$ cat config.mk
export PLATFORM = sky130hd
export DESIGN_NAME = chunked_serial_adder_flat
export DESIGN_NICKNAME = d
export VERILOG_FILES = /design/src/rtl/adder_pkg.sv /design/src/rtl/chunked_serial_adder_if.sv /design/src/rtl/chunk_adder.sv /design/src/rtl/chunked_serial_adder.sv /design/src/flat_wrapper.sv
export SDC_FILE = /design/constraint.sdc
export NUM_CORES = 1
export LEC_CHECK = 0
export BUFFER_PORTS_ARGS = -buffer_cell sky130_fd_sc_hd__buf_2
export CAP_MARGIN = 30
export CORE_UTILIZATION = 50
export DETAILED_ROUTE_END_ITERATION = 6
export GPL_ROUTABILITY_DRIVEN = 0
export GPL_TIMING_DRIVEN = 0
export HOLD_SLACK_MARGIN = 0.12
export PLACE_DENSITY = 0.76
export SYNTH_ARGS = -nofsm -noshare
export SYNTH_HDL_FRONTEND = slang
export SYNTH_SLANG_ARGS = --single-unit
export TNS_END_PERCENT = 20
$ cat constraint.sdc
create_clock -name clk -period 6.9 [get_ports clk]
set_input_delay 0 -clock clk [delete_from_list [all_inputs] [get_ports clk]]
set_output_delay 0 -clock clk [all_outputs]
set_load 0.05 [all_outputs]
$ cat src/rtl/adder_pkg.sv
// Shared types and helpers for the chunked serial adder.
//   add_state_t : control FSM states (IDLE -> RUN -> DONE -> IDLE)
//   idx_width() : width of the slice index register, never below 1 bit
package adder_pkg;

  typedef enum logic [1:0] {IDLE, RUN, DONE} add_state_t;

  // $clog2(1) is 0, which would give a zero-width index for a single slice.
  function automatic int idx_width(input int nchunk);
    return (nchunk <= 1) ? 1 : $clog2(nchunk);
  endfunction

endpackage

$ cat src/rtl/chunked_serial_adder_if.sv
// Handshake bundle of the chunked serial adder.
//   in_valid/in_ready   : operand handshake (a, b, cin)
//   out_valid/out_ready : result handshake (sum, cout, overflow)
//   busy                : adder is working on or holding a result
// master = producer/consumer side, slave = the adder itself.
interface chunked_serial_adder_if #(
  parameter int WIDTH = 32
);
  logic             in_valid;
  logic             in_ready;
  logic [WIDTH-1:0] a;
  logic [WIDTH-1:0] b;
  logic             cin;
  logic             out_valid;
  logic             out_ready;
  logic [WIDTH-1:0] sum;
  logic             cout;
  logic             overflow;
  logic             busy;

  modport master (
    output in_valid, a, b, cin, out_ready,
    input  in_ready, out_valid, sum, cout, overflow, busy
  );

  modport slave (
    input  in_valid, a, b, cin, out_ready,
    output in_ready, out_valid, sum, cout, overflow, busy
  );
endinterface

$ cat src/rtl/chunk_adder.sv
// Combinational CHUNK-bit ripple adder used for one slice per cycle.
//   a, b  : slice operands
//   ci    : carry into bit 0 of the slice
//   s     : slice sum
//   co    : carry out of the slice MSB
//   c_msb : carry into the slice MSB (needed for signed overflow)
module chunk_adder #(
  parameter int CHUNK = 8
) (
  input  logic [CHUNK-1:0] a,
  input  logic [CHUNK-1:0] b,
  input  logic             ci,
  output logic [CHUNK-1:0] s,
  output logic             co,
  output logic             c_msb
);

  always_comb begin
    logic c;
    c     = ci;
    s     = '0;
    c_msb = ci;
    for (int i = 0; i < CHUNK; i++) begin
      if (i == CHUNK - 1) c_msb = c;
      s[i] = a[i] ^ b[i] ^ c;
      c    = (a[i] & b[i]) | (c & (a[i] ^ b[i]));
    end
    co = c;
  end

endmodule

$ cat src/rtl/chunked_serial_adder.sv
// Multi-cycle WIDTH-bit adder with carry-in, CHUNK bits per cycle, LSB slice first.
//   clk   : rising-edge clock
//   rst_n : asynchronous active-low reset
//   bus   : slave side of chunked_serial_adder_if (operand and result handshakes)
// One operation in flight: IDLE accepts operands, RUN adds one slice per cycle,
// DONE presents the result until the consumer takes it.
module chunked_serial_adder
  import adder_pkg::*;
#(
  parameter int WIDTH = 32,
  parameter int CHUNK = 8
) (
  input logic                   clk,
  input logic                   rst_n,
  chunked_serial_adder_if.slave bus
);

  localparam int NCHUNK = (CHUNK > 0) ? WIDTH / CHUNK : 1;
  localparam int IDXW   = idx_width(NCHUNK);
  localparam logic [IDXW-1:0]  IDX_LAST   = IDXW'(NCHUNK - 1);
  localparam logic [WIDTH-1:0] SLICE_MASK = WIDTH'({CHUNK{1'b1}});

  if (CHUNK < 1 || CHUNK > WIDTH) begin : g_bad_chunk
    $error("chunked_serial_adder: CHUNK must satisfy 1 <= CHUNK <= WIDTH");
  end else if (WIDTH % CHUNK != 0) begin : g_bad_width
    $error("chunked_serial_adder: WIDTH must be a multiple of CHUNK");
  end

  add_state_t       state;
  logic [WIDTH-1:0] a_r;
  logic [WIDTH-1:0] b_r;
  logic [WIDTH-1:0] sum_r;
  logic             carry;
  logic             cout_r;
  logic             ovf_r;
  logic             in_ready_r;
  logic             out_valid_r;
  logic             busy_r;
  logic [IDXW-1:0]  idx;
  logic [31:0]      off;

  logic [CHUNK-1:0] sl_a;
  logic [CHUNK-1:0] sl_b;
  logic [CHUNK-1:0] sl_s;
  logic             sl_co;
  logic             sl_cmsb;

  // Slice selection by shifting keeps the index arithmetic width-agnostic,
  // including the single-slice case.
  assign off  = 32'(idx) * 32'(CHUNK);
  assign sl_a = CHUNK'(a_r >> off);
  assign sl_b = CHUNK'(b_r >> off);

  chunk_adder #(.CHUNK(CHUNK)) u_chunk (
    .a     (sl_a),
    .b     (sl_b),
    .ci    (carry),
    .s     (sl_s),
    .co    (sl_co),
    .c_msb (sl_cmsb)
  );

  // Operands are captured only on accept; later input changes are ignored.
  always_ff @(posedge clk) begin
    if (state == IDLE && bus.in_valid) begin
      a_r <= bus.a;
      b_r <= bus.b;
    end
  end

  always_ff @(posedge clk or negedge rst_n) begin
    if (!rst_n) begin
      state       <= IDLE;
      in_ready_r  <= 1'b1;
      out_valid_r <= 1'b0;
      busy_r      <= 1'b0;
      sum_r       <= '0;
      cout_r      <= 1'b0;
      ovf_r       <= 1'b0;
      carry       <= 1'b0;
      idx         <= '0;
    end else begin
      case (state)
        IDLE: begin
          if (bus.in_valid) begin
            carry      <= bus.cin;
            idx        <= '0;
            in_ready_r <= 1'b0;
            busy_r     <= 1'b1;
            state      <= RUN;
          end
        end
        RUN: begin
          sum_r <= (sum_r & ~(SLICE_MASK << off)) | (WIDTH'(sl_s) << off);
          carry <= sl_co;
          if (idx == IDX_LAST) begin
            // Signed overflow: carry into the word MSB differs from carry out.
            cout_r      <= sl_co;
            ovf_r       <= sl_co ^ sl_cmsb;
            idx         <= '0;
            out_valid_r <= 1'b1;
            state       <= DONE;
          end else begin
            idx <= idx + IDXW'(1);
          end
        end
        DONE: begin
          if (bus.out_ready) begin
            out_valid_r <= 1'b0;
            in_ready_r  <= 1'b1;
            busy_r      <= 1'b0;
            state       <= IDLE;
          end
        end
        default: state <= IDLE;
      endcase
    end
  end

  assign bus.in_ready  = in_ready_r;
  assign bus.out_valid = out_valid_r;
  assign bus.busy      = busy_r;
  assign bus.sum       = sum_r;
  assign bus.cout      = cout_r;
  assign bus.overflow  = ovf_r;

endmodule

$ cat src/flat_wrapper.sv
// flat-port wrapper written by rule: the top's interface ports become plain ports
module chunked_serial_adder_flat import adder_pkg::*;
#(
  parameter int WIDTH = 32,
  parameter int CHUNK = 8
)
  (clk, rst_n, bus_in_valid, bus_a, bus_b, bus_cin, bus_out_ready, bus_in_ready, bus_out_valid, bus_sum, bus_cout, bus_overflow, bus_busy);
  chunked_serial_adder_if #(.WIDTH(WIDTH)) bus_i ();
  input logic clk;
  input logic rst_n;
  input wire logic [$bits(bus_i.in_valid)-1:0] bus_in_valid;
  input wire logic [$bits(bus_i.a)-1:0] bus_a;
  input wire logic [$bits(bus_i.b)-1:0] bus_b;
  input wire logic [$bits(bus_i.cin)-1:0] bus_cin;
  input wire logic [$bits(bus_i.out_ready)-1:0] bus_out_ready;
  output wire logic [$bits(bus_i.in_ready)-1:0] bus_in_ready;
  output wire logic [$bits(bus_i.out_valid)-1:0] bus_out_valid;
  output wire logic [$bits(bus_i.sum)-1:0] bus_sum;
  output wire logic [$bits(bus_i.cout)-1:0] bus_cout;
  output wire logic [$bits(bus_i.overflow)-1:0] bus_overflow;
  output wire logic [$bits(bus_i.busy)-1:0] bus_busy;
  assign bus_i.in_valid = bus_in_valid;
  assign bus_i.a = bus_a;
  assign bus_i.b = bus_b;
  assign bus_i.cin = bus_cin;
  assign bus_i.out_ready = bus_out_ready;
  assign bus_in_ready = bus_i.in_ready;
  assign bus_out_valid = bus_i.out_valid;
  assign bus_sum = bus_i.sum;
  assign bus_cout = bus_i.cout;
  assign bus_overflow = bus_i.overflow;
  assign bus_busy = bus_i.busy;
  chunked_serial_adder #(.WIDTH(WIDTH), .CHUNK(CHUNK)) u_core (.clk(clk), .rst_n(rst_n), .bus(bus_i));
endmodule
After elaboration in Yosys (flattened, before gate mapping) --
Index checks and enable logic that the tools add are counted.
Cells by class: reduce and logical (&&, ||, !) cells 10, shift-type cells 4, eq/ne operators 6, add/subtract/negate cells 1, bitwise operators 44, multiplexer cells 17
Operator list (number):
- $shr A32 B5 Y8 | 2
- $and A32 B32 Y32 | 1
- $not A32 Y32 | 1
- $or A32 B32 Y32 | 1
- $shl A8 B5 Y32 | 1
- $shl A8 B5 Y32 const A | 1
- $xor A1 B1 Y1 | 17
- $and A1 B1 Y1 | 16
- $mux W2 | 5
- $reduce_and A3 Y1 | 3
- $or A1 B1 Y1 | 8
- $pmux W1 S2 | 4
- $mux W1 | 6
- $pmux W2 S3 | 1
- $reduce_bool A2 Y1 | 3
- $eq A2 B2 Y1 const B | 2
- $ne A2 B2 Y1 const B | 2
- $pmux W2 S2 | 1
- $reduce_and A2 Y1 | 2
- $add A2 B1 Y2 const B | 1
- $eq A2 B1 Y1 const B | 1
- $logic_not A2 Y1 | 1
- $ne A2 B1 Y1 const B | 1
- $logic_and A1 B1 Y1 | 1
Storage, ports and cells: register bits after elaboration 106, output and inout bits 37

Logic depth before layout (Yosys ltp) --
depth in word-level cells 19, depth in mapped cells 16, gate-level depth less buffers 15

Cells and area by module --
Synthesis repeated with hierarchy kept, for this count alone.
Second synthesis, totals: cell total of the unflattened synthesis 227, area total of the unflattened synthesis 4251.6 µm²
Modules (own cells, without submodules):
- chunked_serial_adder | sequential area each 2974.1 µm², cells an instance 209, times used 1, area an instance 4053.9 µm²
- chunk_adder | sequential area each 0.0 µm², cells an instance 18, times used 1, area an instance 197.7 µm²

Least setup slack after synthesis --
OpenSTA, ideal clock, no wires.
kind reg2reg, start point register u_core.idx[0], end point register u_core.sum_r[15], in the netlist u_core.bus.sum[15], arrival time 4.167 ns, stages on the path, launching flop included 16, slack 2.612 ns, cell sequence dfrtp_1 buf_6 mux4_2 inv_1 fa_1 fa_1 fa_1 fa_1 fa_1 inv_1 fa_1 inv_1 fa_1 inv_1 fa_1 a22o_1
On the way: longest elaborated chain between the ends 19, elaborated cells between the ends (all ways) 37
Ends and longest elaborated chain:
- from (decl) | line chunked_serial_adder.sv:39 | logic [IDXW-1:0] idx;
- from (signal assigned) | line chunked_serial_adder.sv:104 | idx <= idx + IDXW'(1);
- $shr A32 B5 Y8 (on tied branches) | line chunked_serial_adder.sv:51, chunked_serial_adder.sv:52
- $xor A1 B1 Y1 | line chunk_adder.sv:26 | c = (a[i] & b[i]) | (c & (a[i] ^ b[i]));
- $and A1 B1 Y1 | line chunk_adder.sv:26
- $or A1 B1 Y1 | line chunk_adder.sv:26
- $and A1 B1 Y1 | line chunk_adder.sv:26
- $or A1 B1 Y1 | line chunk_adder.sv:26
- $and A1 B1 Y1 | line chunk_adder.sv:26
- $or A1 B1 Y1 | line chunk_adder.sv:26
- [... 3 more ...]
- $or A1 B1 Y1 | line chunk_adder.sv:26
- $and A1 B1 Y1 | line chunk_adder.sv:26
- $or A1 B1 Y1 | line chunk_adder.sv:26
- $and A1 B1 Y1 | line chunk_adder.sv:26
- $or A1 B1 Y1 | line chunk_adder.sv:26
- $xor A1 B1 Y1 | line chunk_adder.sv:25 | s[i] = a[i] ^ b[i] ^ c;
- $shl A8 B5 Y32 | line chunked_serial_adder.sv:94 | sum_r <= (sum_r & ~(SLICE_MASK << off)) | (WIDTH'(sl_s) << off);
- $or A32 B32 Y32 (*) | line chunked_serial_adder.sv:94
- to (signal assigned) | line chunked_serial_adder.sv:94
- to (decl) | line chunked_serial_adder.sv:32 | logic [WIDTH-1:0] sum_r;
Mark *: on every way between the ends. The rest lies on a longest branch, timed or not. A chain may end at the register's enable or synchronous reset.

Worst setup path in the final report --
start point register u_core.idx[1], end point register u_core.sum_r[23], in the netlist u_core.bus.sum[23]
The elaborated chain is that of the path after synthesis.

==> flow_metrics.env <==
export IMPL_rsz0062_at_grt="no"
export IMPL_dr_wl_met3_um=566
export IMPL_setup_viol=0
export IMPL_clock_path_buffers=2
export IMPL_io_pins=106
export IMPL_synthFlopType="edfxtp_1"
export IMPL_cts_tree="yes"
export IMPL_tightest_slew_ns=0.9494
export IMPL_fin_nets=506
export IMPL_ir_drop_mv=0.1705
export IMPL_wl_per_cell_um=18.16
export IMPL_cts_hold_buf=68
export IMPL_cp_cell_sequence="buf_2 -> mux4_2 -> inv_1 -> fa_1 -> fa_1 -> fa_1 -> fa_1 -> fa_1 -> inv_1 -> fa_1 -> inv_1 -> fa_1 -> inv_1 -> fa_1 -> a22o_1"
export IMPL_first_pass_iters=4
export IMPL_drtAntennaViolNets=0
export IMPL_placement_io_buffers=105
export IMPL_synth_edf_count=64
export IMPL_grt_pass1_vias=2909
export IMPL_die_h_um=93.77
export IMPL_hold_viol=0
export IMPL_r2r_cells=15
export IMPL_slew_viol_final=0
export IMPL_maxSlewHeadroom_pct=36.56
export IMPL_drive_above_1_share_pct=35.12
export IMPL_post_cts_buffers=0
export IMPL_hpwl_um=5692
export IMPL_cts_max_level=3
export IMPL_syn_area_um2=4210
export IMPL_wl_um=9717
export IMPL_p_leak_uw=0.002436
export IMPL_finalCritPeriodShare_pct=67.01
export IMPL_r2r_start="u_core.idx[1]$_DFFE_PN0P_"
export IMPL_crit_path_frequent_cell="fa_1"
export IMPL_avgSynthCellArea_um2=17.54
export IMPL_start_util_pct=51.50
export IMPL_coreArea_um2=8175
export IMPL_synth_largest_area_cell="edfxtp_1"
export IMPL_max_cap_violations=0
export IMPL_yosysMostFrequentCell="edfxtp_1"
export IMPL_arrival_ns=4.87
export IMPL_fin_skew_ns=0.01170
export IMPL_status="finished, final reports clean"
export IMPL_synth_fp_nets=321
export IMPL_timing_rr_end="u_core.bus.sum[23]$_DFFE_PN0P_"
export IMPL_cts_root_buf="clkbuf_8"
export IMPL_finalSetupTns_ns=0
export IMPL_fmax_mhz=216.3
export IMPL_drtIter0Drc=132
export IMPL_synthArstFlopShare_pct=39.62
export IMPL_syn_to_final_growth_pct=37.21
export IMPL_finalPower_uw=2740
export IMPL_met1_length_um=3920
export IMPL_crit_path_max_fanout=10
export IMPL_fp_dieArea_um2=8792
export IMPL_gr_total_overflow=0
export IMPL_clkSinkCount=106
export IMPL_reg2reg_setup_slack_ns=2.28
export IMPL_antenna_cells=0
export IMPL_rows=33
export IMPL_vias=2828
export IMPL_cts_repair_resized=0
export IMPL_ys_top_cells_by_area="edfxtp_1 46%, dfrtp_1 24%, mux4_2 8.0%, fa_1 3.8%, o2bb2ai_1 3.7%"
export IMPL_wl_met2_um=5070
export IMPL_min_period_ns=4.624
export IMPL_routed_top_layer="met4"
export IMPL_via_per_inst=5.286
export IMPL_grt_pass1_wl_um=15080
export IMPL_synth_seq_cells=106
export IMPL_p_per_area_nw_per_um2=474.4
export IMPL_ys_seq_area_share_pct=70.64
export IMPL_die_x_um=93.77
export IMPL_yosysWarningCount=0
export IMPL_grt_antenna_before_repair=0
export IMPL_worstSkewPairLatency_ns=0.36
export IMPL_postSynthCellCount=240
export IMPL_hp_class="input pin to asynchronous set/reset pin"
export IMPL_critPathLaunchType="register"
export IMPL_synthDominantCellAreaShare_pct=45.65
export IMPL_cts_buffers=9
export IMPL_cp_data_required_time_ns=7.15
export IMPL_drc=0
export IMPL_clk_pin_slew_ns=0.10
export IMPL_track_usage_pct=23.72
export IMPL_critPathMaxStageDelay_ns=0.49
export IMPL_synth_distinct_cells=30
export IMPL_grt_max_degree=43
export IMPL_crit_path_end_kind="register"
export IMPL_synth_commonest_cells="64 x edfxtp_1, 41 x dfrtp_1, 19 x inv_1"
export IMPL_worstSetupPathType="register to register"
export IMPL_slowest_stage="fa_1"
==> sequential cells by signal (all words and copies together), names as in the netlist <==
name,cells
u_core.bus.in_ready,1
u_core.a_r,32
u_core.carry,1
u_core.idx,2
u_core.bus.overflow,1
u_core.b_r,32
u_core.state,2
u_core.bus.busy,1
u_core.bus.out_valid,1
u_core.bus.cout,1
u_core.bus.sum,32
==> placed cells by master (no fill, tap or decap), types with 2 or more instances in the layout <==
master | synthesis | layout
ha_1 | 4 | 4
a21oi_1 | 5 | 5
nand2b_1 | 5 | 5
o21ai_0 | 11 | 11
inv_6 | 0 | 2
dlygate4sd3_1 | 0 | 68
inv_1 | 19 | 19
o2bb2ai_1 | 18 | 18
fa_1 | 8 | 8
clkinv_4 | 0 | 3
nor2b_1 | 2 | 2
buf_2 | 3 | 108
edfxtp_1 | 64 | 64
buf_6 | 2 | 2
mux4_2 | 15 | 15
buf_4 | 2 | 2
nand3_1 | 4 | 4
nand2_1 | 10 | 10
nand2_2 | 3 | 3
clkbuf_8 | 0 | 9
nor3_1 | 4 | 4
buf_12 | 1 | 2
dfrtp_1 | 41 | 41
a22o_1 | 9 | 9
==> per-layer routing <==
layer	vias to the layer above	track usage [%]
met2	116	40.94
met4	0	7.436
met5	-	0
met3	17	4.126
met1	1421	30.71
li1	1274	-
==> worst max-delay path, delay by kind of cell, from the launching register on <==
kind / cells / cell delay (ns)
AO/OA/AOI/OAI: 1 / 0.24
multiplexers: 1 / 0.24
buffers and inverters: 5 / 0.59
adder cells (fa/ha/maj): 8 / 3.03
flip-flops: 1 / 0.43
==> cell families after synthesis <==
family                     synth area share (%)
DFF                                       70.64
AOI/OAI and AO/OA                         7.875
and+or+nand+nor                           3.834
buffers and inverters                     3.536
muxes                                     8.915
adders and majority gates                 4.993
xor gates and xnor gates                 0.2081
==> metrics by stage <==
step	cells	setup slack, ns	area (um2)	utilization (%)	hold slack (ns)
floorplan	240	2.612	4210	-	-0.2956
global placement	450	2.258	4867	59.53	0.1759
detailed placement	451	2.260	4895	59.87	0.1781
CTS	535	2.240	5777	70.66	0.3233
global route	535	2.041	5777	70.66	0.3396
finish	535	2.276	5777	70.66	0.2865
==> how the worst max path moves through the flow <==
stage	endpoint	slack (ns)	depth (start not counted)	from
after CTS	u_core.bus.sum[23]$_DFFE_PN0P_	2.24	15	u_core.idx[1]$_DFFE_PN0P_
after global routing	u_core.bus.sum[23]$_DFFE_PN0P_	2.04	15	u_core.idx[1]$_DFFE_PN0P_
final	u_core.bus.sum[23]$_DFFE_PN0P_	2.28	15	u_core.idx[1]$_DFFE_PN0P_
after detailed placement	u_core.bus.sum[23]$_DFFE_PN0P_	2.26	15	u_core.idx[1]$_DFFE_PN0P_
after floorplan	u_core.bus.sum[15]$_DFFE_PN0P_	2.61	15	u_core.idx[0]$_DFFE_PN0P_
after global placement	u_core.b_r[1]$_DFFE_PP_	2.26	3	u_core.state[0]$_DFFE_PN0P_
==> layout make-up <==
cell class / count / area [um2]
fillers: 530 / 2399
clock inverters: 6 / 73.82
clock buffers: 10 / 127.6
inverters: 19 / 71.32
multi-input cells: 106 / 1095
well taps: 105 / 131.4
plain buffers: 9 / 77.57
repair buffers: 174 / 1226
flip-flops and latches: 106 / 2974
==> report_power, final <==
group	switching [uW]	internal [uW]	leakage, uW	total [uW]
Combinational	888	492	0.00122	1380
Clock	221	173	0.000101	393
Sequential	82.6	885	0.00111	968
(Power assumes the default switching activity.)
